**config.mk**
```make
export PLATFORM = sky130hd
export DESIGN_NAME = sr_flop_bank_flat
export DESIGN_NICKNAME = d
export VERILOG_FILES = /design/src/rtl/sr_flop_bank_if.sv /design/src/rtl/sr_flop_bank.sv /design/src/flat_wrapper.sv
export SDC_FILE = /design/constraint.sdc
export NUM_CORES = 1
export LEC_CHECK = 0
export CORE_AREA = 2 2 62 64
export DETAILED_ROUTE_END_ITERATION = 10
export DIE_AREA = 0 0 64 66
export MAX_ROUTING_LAYER = met4
export PLACE_DENSITY = 0.82
export SKIP_CTS_REPAIR_TIMING = 1
export SYNTH_ARGS = -nofsm -noshare
export SYNTH_HDL_FRONTEND = slang
export SYNTH_SLANG_ARGS = --single-unit
```
**constraint.sdc**
```tcl
create_clock -name clk -period 1.5 [get_ports clk]
set_clock_uncertainty 0.15 [all_clocks]
set_input_delay 0.3 -clock clk [delete_from_list [all_inputs] [get_ports clk]]
set_output_delay 0.3 -clock clk [all_outputs]
set_load 0.03 [all_outputs]
```
**src/rtl/sr_flop_bank_if.sv**
```systemverilog
// Signal bundle for sr_flop_bank: per-channel set/reset/clear requests and the
// registered state, conflict and change outputs.
interface sr_flop_bank_if #(
    parameter int unsigned WIDTH = 8
);
    logic [WIDTH-1:0] set;
    logic [WIDTH-1:0] reset;
    logic [WIDTH-1:0] conflict_clr;
    logic [WIDTH-1:0] q;
    logic [WIDTH-1:0] q_not;
    logic [WIDTH-1:0] conflict;
    logic [WIDTH-1:0] changed;

    modport master (
        output set, reset, conflict_clr,
        input  q, q_not, conflict, changed
    );

    modport slave (
        input  set, reset, conflict_clr,
        output q, q_not, conflict, changed
    );
endinterface

```
**src/rtl/sr_flop_bank.sv**
```systemverilog
// Bank of WIDTH independent clocked SR channels with per-channel run-length input
// qualification, selectable S=R=1 resolution, sticky conflict flag and change pulse.
module sr_flop_bank #(
    parameter int unsigned      WIDTH     = 8,
    parameter int unsigned      FILTER    = 1,
    parameter int unsigned      MODE      = 0,
    parameter logic [WIDTH-1:0] RESET_VAL = '0
) (
    input logic           clk,
    input logic           rst,
    sr_flop_bank_if.slave bus
);
    localparam int unsigned     CntW      = (FILTER < 2) ? 1 : $clog2(FILTER + 1);
    localparam logic [CntW-1:0] FilterCnt = CntW'(FILTER);

    logic [WIDTH-1:0][CntW-1:0] cnt_q, cnt_d;
    logic [WIDTH-1:0][1:0]      prev_q, prev_d;
    logic [WIDTH-1:0]           q_q, q_d;
    logic [WIDTH-1:0]           q_not_q;
    logic [WIDTH-1:0]           conflict_q, conflict_d;
    logic [WIDTH-1:0]           changed_q, changed_d;

    logic [WIDTH-1:0][1:0]      code;
    logic [WIDTH-1:0][CntW-1:0] run;
    logic [WIDTH-1:0]           qual;

    always_comb begin
        cnt_d      = cnt_q;
        prev_d     = prev_q;
        q_d        = q_q;
        conflict_d = conflict_q & ~bus.conflict_clr;
        code       = '0;
        run        = '0;
        qual       = '0;
        for (int i = 0; i < WIDTH; i++) begin
            code[i] = {bus.set[i], bus.reset[i]};
            // Run length restarts on any code change; saturates at FILTER, never wraps.
            if ((cnt_q[i] != '0) && (code[i] == prev_q[i])) begin
                run[i] = (cnt_q[i] >= FilterCnt) ? FilterCnt : cnt_q[i] + 1'b1;
            end else begin
                run[i] = CntW'(1);
            end
            qual[i]   = (run[i] >= FilterCnt);
            cnt_d[i]  = run[i];
            prev_d[i] = code[i];
            if (qual[i]) begin
                case (code[i])
                    2'b10: q_d[i] = 1'b1;
                    2'b01: q_d[i] = 1'b0;
                    2'b11: begin
                        // Set wins over a simultaneous conflict_clr.
                        conflict_d[i] = 1'b1;
                        case (MODE)
                            1:       q_d[i] = 1'b1;
                            2:       q_d[i] = 1'b0;
                            3:       q_d[i] = ~q_q[i];
                            default: q_d[i] = q_q[i];
                        endcase
                    end
                    default: q_d[i] = q_q[i];
                endcase
            end
        end
        changed_d = q_d ^ q_q;
    end

    always_ff @(posedge clk) begin
        if (rst) begin
            cnt_q      <= '0;
            prev_q     <= '0;
            q_q        <= RESET_VAL;
            q_not_q    <= ~RESET_VAL;
            conflict_q <= '0;
            changed_q  <= '0;
        end else begin
            cnt_q      <= cnt_d;
            prev_q     <= prev_d;
            q_q        <= q_d;
            q_not_q    <= ~q_d;
            conflict_q <= conflict_d;
            changed_q  <= changed_d;
        end
    end

    assign bus.q        = q_q;
    assign bus.q_not    = q_not_q;
    assign bus.conflict = conflict_q;
    assign bus.changed  = changed_q;
endmodule

```
**src/flat_wrapper.sv**
```systemverilog
// flat-port wrapper written by rule: the top's interface ports become plain ports
module sr_flop_bank_flat 
#(
    parameter int unsigned      WIDTH     = 8,
    parameter int unsigned      FILTER    = 1,
    parameter int unsigned      MODE      = 0,
    parameter logic [WIDTH-1:0] RESET_VAL = '0
)
  (clk, rst, bus_set, bus_reset, bus_conflict_clr, bus_q, bus_q_not, bus_conflict, bus_changed);
  sr_flop_bank_if #(.WIDTH(WIDTH)) bus_i ();
  input logic clk;
  input logic rst;
  input wire logic [$bits(bus_i.set)-1:0] bus_set;
  input wire logic [$bits(bus_i.reset)-1:0] bus_reset;
  input wire logic [$bits(bus_i.conflict_clr)-1:0] bus_conflict_clr;
  output wire logic [$bits(bus_i.q)-1:0] bus_q;
  output wire logic [$bits(bus_i.q_not)-1:0] bus_q_not;
  output wire logic [$bits(bus_i.conflict)-1:0] bus_conflict;
  output wire logic [$bits(bus_i.changed)-1:0] bus_changed;
  assign bus_i.set = bus_set;
  assign bus_i.reset = bus_reset;
  assign bus_i.conflict_clr = bus_conflict_clr;
  assign bus_q = bus_i.q;
  assign bus_q_not = bus_i.q_not;
  assign bus_conflict = bus_i.conflict;
  assign bus_changed = bus_i.changed;
  sr_flop_bank #(.WIDTH(WIDTH), .FILTER(FILTER), .MODE(MODE), .RESET_VAL(RESET_VAL)) u_core (.clk(clk), .rst(rst), .bus(bus_i));
endmodule
```
==> results <==
cells by family (layout without fill, tap and decap cells):
family / after synthesis / after routing / share of synthesized area [%]
simple gates: 40 / 40 / 15.1
flops: 32 / 32 / 43.8
fa+ha+maj: 24 / 24 / 20.5
compound gates: 24 / 24 / 9.59
buf+inv: 19 / 106 / 6.16
xor+xnor: 8 / 8 / 4.79
cell type report:
type / count / area [um2]
fillers: 280 / 1160
repair buffers: 82 / 838
multi-input cells: 96 / 731
flip-flops and latches: 32 / 641
inverters: 16 / 60.1
well taps: 48 / 60.1
clock buffers: 6 / 51.3
clock inverters: 2 / 10.0
metal layers:
metal  up-vias  part of all wire [%]  global-route usage [%]
li1        641                     -                       -
met1       555                    41                    15.5
met2        39                    51                    24.3
met3         5                   7.0                    5.79
met4         0                   1.1                    4.08
met5         -                     0                       -
layout by cell type (no fill, tap or decap):
master	netlist	layout
a21o_1	8	8
a21oi_1	16	16
buf_12	0	2
buf_4	1	28
clkbuf_4	0	5
clkbuf_8	0	1
clkdlybuf4s50_1	0	25
clkinv_2	0	2
dfxtp_1	32	32
dlymetal6s2s_1	0	27
ha_1	24	24
inv_1	16	16
nand2_1	8	8
nand2b_1	24	24
nor3_1	8	8
xnor2_1	8	8
worst paths after layout:
check | startpoint | endpoint | slack, ns | depth (start not counted)
max | register | bus_q[7] | 0.04 | 1
min | u_core.bus.conflict[4]$_SDFF_PP0_ | u_core.bus.conflict[4]$_SDFF_PP0_ | 0.32 | 2
max reg2reg | register | u_core.bus.changed[7]$_SDFF_PP0_ | 0.56 | 3
min reg2reg | u_core.bus.conflict[4]$_SDFF_PP0_ | u_core.bus.conflict[4]$_SDFF_PP0_ | 0.32 | 2
synth_stat cells, drive strengths merged:
cell type and number:
a21o 8, a21oi 16, nand2 8, ha 24, dfxtp 32, nand2b 24
xnor2 8, nor3 8, inv 16, buf 3
power groups by stage:
| stage | sequential [mW] | combinational (mW) | clock [mW] |
|---|---|---|---|
| final | 0.910 | 0.457 | 0.514 |
| after global routing | 0.915 | 0.496 | 0.583 |
| after CTS | 0.912 | 0.467 | 0.533 |
| after detailed placement | 0.931 | 0.464 | 0 |
| after global placement | 0.930 | 0.458 | 0 |
| after floorplan | 1.02 | 0.140 | 0 |
stage by stage:
stage | total power, mW | setup TNS (ns)
after global placement | 1.39 | -4.31
after detailed placement | 1.40 | -4.64
after CTS | 1.91 | -8.07
after global routing | 1.99 | -0.0120
final | 1.88 | 0
after floorplan | 1.16 | 0
==> flow_summary.json <==
{
  "power_density_nw_per_um2": 787,
  "area_growth_pct": 63.6,
  "cp.arrival_ns": 1.01,
  "fin_nets": 283,
  "die-area_um2": 4220,
  "dpl_cell_area_um2": 2260,
  "period_needed_ns": 1.46,
  "power_frac_seq_pct": 48.4,
  "start_kind": "register",
  "worst_pin_slew_ns": 0.338,
  "io_buffer_count": 57,
  "crit_chain": "dlymetal6s2s_1",
  "via_per_inst": 4.40,
  "avgSynthCellArea_um2": 9.94,
  "root_buffer": "clkbuf_4",
  "grt.total_usage_pct": 14.3,
  "synth_warnings": 0,
  "comb_power_share_pct": 24.3,
  "dp.cells": 274,
  "max_freq_mhz": 686,
  "syn_nets": 197,
  "synth_top_area_share_pct": 43.8,
  "slowest_delay_ns": 0.37,
  "setup_violations": 0,
  "synth_seq_area_share_pct": 43.8,
  "start_util_pct": 41.2,
  "cts_tree": "yes",
  "layout-drive-gt1-share_pct": 16.2,
  "grt_pass1_vias": 1136,
  "setup_slack_ns": 0.0422,
  "whs_ns": 0.321,
  "status": "finished clean",
  "clkPwrFrac_pct": 27.3,
  "coreArea_um2": 3550,
  "dpl.hpwl_mm": 2.08,
  "power_leakage_nw": 1.35,
  "vdd_drop_max_mv": 0.441,
  "drv_cap": 0,
  "worstPathMaxFanout": 2,
  "power.internal_mw": 1.36,
  "numCtsBuffers": 5,
  "path_class": "register to output port",
  "drv_slew": 0,
  "yosysTopAreaCell": "dfxtp_1",
  "overflow": 0,
  "clk_pin_slew_ns": 0.10,
  "routed_wl_mm": 2.86,
  "grt_max_degree": 33,
  "io_pins": 58,
  "p_sw_share_pct": 27.6,
  "dr.pass1.iters": 4,
  "htree_levels": 2,
  "antenna_cells": 0,
  "synth_area_um2": 1460,
  "crit_required_ns": 1.05,
  "p_switching_mw": 0.519,
  "fin_util_pct": 67.3,
  "grt_antenna_before_repair": 0,
  "drc_errors": 0,
  "wl_per_cell_um": 10.1,
  "gp_congestion": 0.749,
  "max_slew_margin_pct": 77.5,
  "synthTopCellsByArea": "dfxtp_1 44%, ha_1 21%, nand2b_1 10%",
  "place_ws_ns": -0.265,
  "crit_path_end_kind": "output port",
  "clock_latency_ns": 0.33,
  "route.vias.total": 1240,
  "cts_buffer_depth": 2,
  "crit_family": "flip-flops",
  "fp-row-count": 22,
  "dr.first_iter.drc_count": 66,
  "synth_cell_types": 11,
  "fin_area_um2": 2390,
  "critPathBufInv": 1,
  "stdcell_count": 282,
  "die_y_um": 66,
  "hold_class": "register to register",
  "cp_slowest_cell": "dfxtp_1",
  "cts_sinks": 32,
  "final_antenna_net_count": 0,
  "finalHoldViolations": 0,
  "die_w_um": 64,
  "synth_cells": 147,
  "grt_pass1_wl_mm": 4.55,
  "finalCritPeriodShare_pct": 97.2,
  "ys_ff_latch": 32
}
Note: power is estimated with default switching activity, not from simulation.
